`src/rtl/ir_nec_pkg.sv`:
```
`default_nettype none
// ============================================================================
// Module      : ir_nec_pkg
// Description : Shared NEC IR timing constants, state encoding and scan codes
//               for the IR transmitter and receiver.
// Revision    : 1.0 - initial release
// ============================================================================
package ir_nec_pkg;

    // Timing in 35 us slow ticks at a 50 MHz clock
    localparam int TICK_DIV     = 1750;
    localparam int LEAD_MARK    = 257;
    localparam int LEAD_SPACE   = 128;
    localparam int BIT_MARK     = 16;
    localparam int ZERO_SPACE   = 16;
    localparam int ONE_SPACE    = 48;
    localparam int GAP_TICKS    = 1143;
    localparam int CARRIER_HALF = 658;

    // Segment counter must hold GAP_TICKS-1, the longest segment
    localparam int SEG_W        = 11;
    localparam int FRAME_BITS   = 32;

    typedef logic [2:0] state_t;
    localparam state_t c_ST_IDLE   = 3'd0;
    localparam state_t c_ST_LEAD_M = 3'd1;
    localparam state_t c_ST_LEAD_S = 3'd2;
    localparam state_t c_ST_BIT_M  = 3'd3;
    localparam state_t c_ST_BIT_S  = 3'd4;
    localparam state_t c_ST_STOP_M = 3'd5;
    localparam state_t c_ST_GAP    = 3'd6;

    localparam logic [7:0] CHANNEL_MINUS = 8'hA2;
    localparam logic [7:0] CHANNEL       = 8'h62;
    localparam logic [7:0] CHANNEL_PLUS  = 8'hE2;

    function automatic logic [31:0] nec_frame(input logic [7:0] a, input logic [7:0] c);
        return {a, ~a, c, ~c};
    endfunction

endpackage
`default_nettype wire

```
`src/rtl/ir_tick_gen.sv`:
```
`default_nettype none
// ============================================================================
// Module      : ir_tick_gen
// Description : Slow-tick prescaler; one-cycle tick every TICK_DIV clocks,
//               with synchronous clear to phase-align to a segment start.
// Revision    : 1.0 - initial release
// ============================================================================
module ir_tick_gen #(
    parameter int TICK_DIV = 1750
) (
    input  logic clk,
    input  logic rst,
    input  logic clr,
    output logic tick
);

    localparam int c_CNT_W = (TICK_DIV > 1) ? $clog2(TICK_DIV) : 1;
    localparam logic [c_CNT_W-1:0] c_LAST = c_CNT_W'(TICK_DIV - 1);

    logic [c_CNT_W-1:0] r_cnt;

    always_ff @(posedge clk) begin
        if (!rst || clr) begin
            r_cnt <= '0;
        end else if (r_cnt == c_LAST) begin
            r_cnt <= '0;
        end else begin
            r_cnt <= r_cnt + 1'b1;
        end
    end

    assign tick = (r_cnt == c_LAST);

endmodule
`default_nettype wire

```
`src/rtl/ir_nec_tx.sv`:
```
`default_nettype none
// ============================================================================
// Module      : ir_nec_tx
// Description : NEC IR frame transmitter: leader, 32 pulse-distance bits,
//               stop burst and gap; demodulated and carrier-modulated outputs.
// Revision    : 1.0 - initial release
// ============================================================================
module ir_nec_tx #(
    parameter int TICK_DIV     = ir_nec_pkg::TICK_DIV,
    parameter int LEAD_MARK    = ir_nec_pkg::LEAD_MARK,
    parameter int LEAD_SPACE   = ir_nec_pkg::LEAD_SPACE,
    parameter int BIT_MARK     = ir_nec_pkg::BIT_MARK,
    parameter int ZERO_SPACE   = ir_nec_pkg::ZERO_SPACE,
    parameter int ONE_SPACE    = ir_nec_pkg::ONE_SPACE,
    parameter int GAP_TICKS    = ir_nec_pkg::GAP_TICKS,
    parameter int CARRIER_HALF = ir_nec_pkg::CARRIER_HALF
) (
    input  logic       clk,
    input  logic       rst,
    input  logic       start,
    input  logic [7:0] addr,
    input  logic [7:0] cmd,
    output logic       busy,
    output logic       done,
    output logic       ir_out,
    output logic       ir_led
);

    import ir_nec_pkg::*;

    localparam int c_SEG_W = SEG_W;
    localparam logic [c_SEG_W-1:0] c_LEAD_M_LAST = c_SEG_W'(LEAD_MARK - 1);
    localparam logic [c_SEG_W-1:0] c_LEAD_S_LAST = c_SEG_W'(LEAD_SPACE - 1);
    localparam logic [c_SEG_W-1:0] c_MARK_LAST   = c_SEG_W'(BIT_MARK - 1);
    localparam logic [c_SEG_W-1:0] c_ZERO_LAST   = c_SEG_W'(ZERO_SPACE - 1);
    localparam logic [c_SEG_W-1:0] c_ONE_LAST    = c_SEG_W'(ONE_SPACE - 1);
    localparam logic [c_SEG_W-1:0] c_GAP_LAST    = c_SEG_W'(GAP_TICKS - 1);
    localparam int c_CAR_W = (CARRIER_HALF > 1) ? $clog2(CARRIER_HALF) : 1;
    localparam logic [c_CAR_W-1:0] c_CAR_LAST    = c_CAR_W'(CARRIER_HALF - 1);

    state_t               r_state;
    state_t               w_next_state;
    logic [31:0]          r_shreg;
    logic [5:0]           r_bitcnt;
    logic [c_SEG_W-1:0]   r_segcnt;
    logic [c_SEG_W-1:0]   w_seg_last;
    logic                 w_tick;
    logic                 w_seg_end;
    logic                 w_accept;
    logic                 r_busy;
    logic                 r_done;
    logic                 r_ir_out;
    logic                 w_busy_d;
    logic                 w_done_d;
    logic                 w_ir_d;
    logic [c_CAR_W-1:0]   r_car_cnt;
    logic                 r_car;

    ir_tick_gen #(
        .TICK_DIV (TICK_DIV)
    ) u_tick_gen (
        .clk  (clk),
        .rst  (rst),
        .clr  (r_state == c_ST_IDLE),
        .tick (w_tick)
    );

    // A start coinciding with the done pulse waits for the following cycle
    assign w_accept  = (r_state == c_ST_IDLE) && start && !r_done;
    assign w_seg_end = (r_state != c_ST_IDLE) && w_tick && (r_segcnt == w_seg_last);

    always_comb begin
        w_seg_last = '0;
        case (r_state)
            c_ST_LEAD_M: w_seg_last = c_LEAD_M_LAST;
            c_ST_LEAD_S: w_seg_last = c_LEAD_S_LAST;
            c_ST_BIT_M:  w_seg_last = c_MARK_LAST;
            c_ST_BIT_S:  w_seg_last = r_shreg[31] ? c_ONE_LAST : c_ZERO_LAST;
            c_ST_STOP_M: w_seg_last = c_MARK_LAST;
            c_ST_GAP:    w_seg_last = c_GAP_LAST;
            default:     w_seg_last = '0;
        endcase
    end

    always_ff @(posedge clk) begin
        if (!rst) begin
            r_state <= c_ST_IDLE;
        end else begin
            r_state <= w_next_state;
        end
    end

    always_comb begin
        w_next_state = r_state;
        case (r_state)
            c_ST_IDLE:   if (w_accept)  w_next_state = c_ST_LEAD_M;
            c_ST_LEAD_M: if (w_seg_end) w_next_state = c_ST_LEAD_S;
            c_ST_LEAD_S: if (w_seg_end) w_next_state = c_ST_BIT_M;
            c_ST_BIT_M:  if (w_seg_end) w_next_state = c_ST_BIT_S;
            c_ST_BIT_S:  if (w_seg_end) w_next_state = (r_bitcnt == 6'(FRAME_BITS - 1))
                                                       ? c_ST_STOP_M : c_ST_BIT_M;
            c_ST_STOP_M: if (w_seg_end) w_next_state = c_ST_GAP;
            c_ST_GAP:    if (w_seg_end) w_next_state = c_ST_IDLE;
            default:                    w_next_state = c_ST_IDLE;
        endcase
    end

    // busy drops together with the done pulse as the FSM re-enters IDLE
    always_comb begin
        w_done_d = (r_state == c_ST_GAP) && w_seg_end;
        w_busy_d = (r_state != c_ST_IDLE) && !w_done_d;
        w_ir_d   = (r_state == c_ST_LEAD_M) || (r_state == c_ST_BIT_M) ||
                   (r_state == c_ST_STOP_M);
    end

    always_ff @(posedge clk) begin
        if (!rst) begin
            r_busy   <= 1'b0;
            r_done   <= 1'b0;
            r_ir_out <= 1'b0;
        end else begin
            r_busy   <= w_busy_d;
            r_done   <= w_done_d;
            r_ir_out <= w_ir_d;
        end
    end

    always_ff @(posedge clk) begin
        if (!rst) begin
            r_shreg  <= '0;
            r_bitcnt <= '0;
            r_segcnt <= '0;
        end else if (w_accept) begin
            r_shreg  <= nec_frame(addr, cmd);
            r_bitcnt <= '0;
            r_segcnt <= '0;
        end else if (r_state != c_ST_IDLE) begin
            if (w_seg_end) begin
                r_segcnt <= '0;
                if (r_state == c_ST_BIT_S) begin
                    r_shreg  <= {r_shreg[30:0], 1'b0};
                    r_bitcnt <= r_bitcnt + 1'b1;
                end
            end else if (w_tick) begin
                r_segcnt <= r_segcnt + 1'b1;
            end
        end
    end

    // Carrier phase is held at "high, count 0" outside marks
    always_ff @(posedge clk) begin
        if (!rst || !r_ir_out) begin
            r_car_cnt <= '0;
            r_car     <= 1'b1;
        end else if (r_car_cnt == c_CAR_LAST) begin
            r_car_cnt <= '0;
            r_car     <= ~r_car;
        end else begin
            r_car_cnt <= r_car_cnt + 1'b1;
        end
    end

    assign busy   = r_busy;
    assign done   = r_done;
    assign ir_out = r_ir_out;
    assign ir_led = r_ir_out & r_car;

endmodule
`default_nettype wire
```
`config.mk`:
```
export PLATFORM = sky130hd
export DESIGN_NAME = ir_nec_tx
export DESIGN_NICKNAME = d
export VERILOG_FILES = /design/src/rtl/ir_nec_pkg.sv /design/src/rtl/ir_tick_gen.sv /design/src/rtl/ir_nec_tx.sv
export SDC_FILE = /design/constraint.sdc
export NUM_CORES = 1
export LEC_CHECK = 0
export ABC_AREA = 1
export CAP_MARGIN = 20
export CORE_MARGIN = 10
export CORE_UTILIZATION = 30
export DETAILED_ROUTE_END_ITERATION = 16
export PLACE_DENSITY = 0.56
export SLEW_MARGIN = 10
export SYNTH_ARGS = -nofsm -noshare
export SYNTH_HDL_FRONTEND = slang
export SYNTH_SLANG_ARGS = --single-unit
```
`constraint.sdc`:
```
create_clock -name clk -period 1.81 [get_ports clk]
set_input_delay 0.181 -clock clk [delete_from_list [all_inputs] [get_ports clk]]
set_output_delay 0.181 -clock clk [all_outputs]
set_load 0.005 [all_outputs]
```
==> results.sh <==
export IMPL_vias_per_cell=4.638
export IMPL_cts_inserted_buffers=9
export IMPL_clock_insertion_delay_worst_skew_ns=0.34
export IMPL_floorplan_rows=43
export IMPL_synth_distinct_cells=35
export IMPL_yosys_most_used_dff="dfxtp_1"
export IMPL_power_share_sequential_pct=28.2
export IMPL_worst_setup_path_end_kind="flop"
export IMPL_final_min_clock_period_ns=1.758
export IMPL_grt_pass1_wl_um=16570
export IMPL_synth_cells_most_frequent="nand2_1, nor2_1, inv_1"
export IMPL_finish_cell_count_without_fillers=884
export IMPL_synth_cell_area_um2=4168
export IMPL_fmaxAchievable_ghz=0.5689
export IMPL_wl_um=10210
export IMPL_routed_via_count=4100
export IMPL_reg2regPathDepth=14
export IMPL_worst_pin_slew_ns=0.5269
export IMPL_timing_setup_critical_path_class="reg -> reg"
export IMPL_design_core_area_um2=13720
export IMPL_dp_cells=861
export IMPL_power_internal_mw=4.659
export IMPL_worst_path_max_fanout=7
export IMPL_hold_depth=1
export IMPL_postSynthRegisterBits=77
export IMPL_areaGrowthSynthToFinish_pct=30.08
export IMPL_gpl_final_weighted_congestion=0.8600
export IMPL_initial_core_util_pct=30.38
export IMPL_grt_antenna_before_repair=0
export IMPL_cts_hold_buf=0
export IMPL_fillCellCount=1446
export IMPL_max_cap_violations=0
export IMPL_ioPinCount=23
export IMPL_number_of_hold_slack_violations_in_the_final_timing_report=0
export IMPL_yosysMostFrequentCell="nand2_1"
export IMPL_antenna_left=0
export IMPL_grt_overflow=0
export IMPL_worst_r2r_setup_slack_ns=0.05
export IMPL_syn_nets=662
export IMPL_cp_required_ns=2.05
export IMPL_netlist_instances=637
export IMPL_dp_final_hpwl_um=7400
export IMPL_seq_area_frac_synth_pct=36.99
export IMPL_r2r_end="r_shreg[3]"
export IMPL_p_sw_share_pct=39.98
export IMPL_power_per_cell_area_nw_per_um2=1432
export IMPL_avgRoutedWirePerCell_um=11.55
export IMPL_clk_pin_slew_ns=0.06
export IMPL_comb_power_share_pct=50.9
export IMPL_setup_tns_final_ns=0
export IMPL_maxSlewHeadroom_pct=64.55
export IMPL_clk_tree_root_cell="clkbuf_16"
export IMPL_drc_errors=0
export IMPL_vdd_ir_drop_max_mv=0.5931
export IMPL_timing_hold_worst_class="reg -> reg"
export IMPL_layout_drive_gt1_share_pct=19.03
export IMPL_synth_warnings=0
export IMPL_worstSetupStartpointType="flop"
export IMPL_postLayoutCoreUtil_pct=39.52
export IMPL_clock_tree_htree_level_count=3
export IMPL_power_net_switching_mw=3.103
export IMPL_maximum_number_of_pins_on_one_net_before_global_route_repair=31
export IMPL_number_of_diodes=0
export IMPL_count_of_flip_flops_with_a_built_in_enable_after_synthesis=0
export IMPL_floorplan_die_area_um2=19010
export IMPL_synth_top_cell_area_share_pct=36.99
export IMPL_numPortBuffers=22
export IMPL_power_share_clock_pct=20.9
export IMPL_arrival_ns=1.99
export IMPL_cts_buffer_depth=2
export IMPL_timing_rr_start="r_state[1]"
export IMPL_finalClockSkew_ns=0.004457
export IMPL_grt_setup_unrepaired="true"
export IMPL_nets=726
export IMPL_yosysTopAreaCell="dfxtp_1"
export IMPL_synth_top_cells_by_area="dfxtp_1, nand2_1, nor2_1"
export IMPL_dr_pass1_iters=4
export IMPL_launch_instance_of_the_worst_min_delay_path="r_car_cnt[0]"
export IMPL_avgSynthCellArea_um2=6.543
export IMPL_tritoncts_clock_tree="built"
export IMPL_power_leakage_nw=2.319
export IMPL_synth_async_reset_ratio_pct=0
export IMPL_global_route_usage_total_pct=10.77
export IMPL_tritoncts_num_sinks=77
export IMPL_final_min_period_over_clock_period_pct=97.11
export IMPL_report_final_setup_viol=0
export IMPL_run_status="complete, no violations"
export IMPL_die_height_um=137.9
export IMPL_floorplan_die_width_um=137.9
export IMPL_first_global_vias=3675
export IMPL_initialDrtViolationCount=224
export IMPL_whs_endpoint="r_car_cnt[0]"
export IMPL_final_count_of_pins_violating_max_slew=0
metal layers:
layer  GRT usage [%]  wire length, um
met1           13.18             4794
met2           17.06             4836
met3           2.790              353
met4           5.504              226
met5               0                0
through the flow:
| stage | power [mW] | cell area, um^2 | hold slack (ns) | setup slack, ns |
|---|---|---|---|---|
| 3_3_place_gp | 5.603 | 4873 | 0.4444 | -0.01054 |
| 3_5_place_dp | 5.650 | 4873 | 0.4532 | -0.07149 |
| 5_1_grt | 8.407 | 5421 | 0.4889 | -0.07873 |
| 2_1_floorplan | 4.619 | 4168 | 0.3560 | 0.04748 |
| 6_report | 7.761 | 5421 | 0.4615 | 0.05223 |
| 4_1_cts | 7.313 | 5157 | 0.4657 | 0.0002711 |
how the worst max path moves through the flow:
stage | from | to | depth (start not counted)
floorplan | u_tick_gen.r_cnt[0] | r_shreg[6] | 13
global placement | r_state[1] | r_bitcnt[2] | 11
detailed placement | r_state[1] | r_bitcnt[4] | 11
CTS | u_tick_gen.r_cnt[1] | r_shreg[18] | 14
global route | u_tick_gen.r_cnt[1] | r_shreg[4] | 14
finish | r_state[1] | r_shreg[3] | 14
sequential cells by signal (all words and copies together) (netlist names), 3 cells and up:
name / cells
r_state: 3
r_segcnt: 11
r_car_cnt: 10
u_tick_gen.r_cnt: 11
r_bitcnt: 6
r_shreg: 32
power by group through the flow:
stage | logic [mW] | clock network, mW | registers, mW
floorplan | 2.51 | 0 | 2.11
global placement | 3.42 | 0 | 2.19
detailed placement | 3.45 | 0 | 2.20
CTS | 3.47 | 1.68 | 2.17
finish | 3.95 | 1.62 | 2.19
global route | 4.43 | 1.75 | 2.22
layout by cell type, fill, tap and decap left out, types with 2 or more instances in the layout:
cell type and instances:
nand2_1 146, nor2_1 90, inv_1 77, dfxtp_1 72
nand3_1 49, buf_4 39, o21ai_0 32, a21oi_1 30
clkdlybuf4s50_1 22, nor2_2 18, nand2_2 12, nor3_1 12
clkbuf_16 11, nand3_2 8, xor2_1 7, nand2_4 6
nor2_4 5, ha_1 5, buf_6 5, buf_12 5
inv_2 4, nand4_1 4, nor4_1 4, nor3b_1 4
dfxtp_2 4, nand3b_1 3, o21bai_1 3, clkbuf_1 3
inv_6 2, nand2_8 2, or2_2 2, o21a_1 2
worst max-delay path, cell delays in order, from the launching register on:
cell and delay [ns]:
dfxtp_4 0.37, buf_6 0.13, nand2_4 0.08, nand3_2 0.06, nand2_1 0.08, nand2_1 0.06
nor2_2 0.12, nand2_2 0.09, nor2_4 0.16, nand2_4 0.11, nand2_8 0.12, buf_12 0.13
nand2_1 0.05, nand2_1 0.05, nor2_1 0.04
cells by family after synthesis:
group,Yosys count,synth area share (%)
and+or+nand+nor,369,39.66
buffers and inverters,105,10.81
DFF,77,36.99
AOI/OAI and AO/OA,72,9.066
xor gates and xnor gates,8,1.681
adders and majority gates,6,1.801
layout make-up:
class,count,area (um^2),area share (%)
multi-input cells,456,2340,43.16
repair buffers,73,719.4,13.27
clock buffers,13,250.2,4.616
flip-flops and latches,77,1550,28.59
clock inverters,1,8.758,0.1616
inverters,84,327.8,6.047
well taps,180,225.2,4.154
timing repair:
action,in CTS,in global routing
resized for setup,5,48
endpoints found under the setup margin,34,47
pin swaps,4,19
cloned,0,3
setup buffers,2,4
Power figures use the tool's default switching activity.
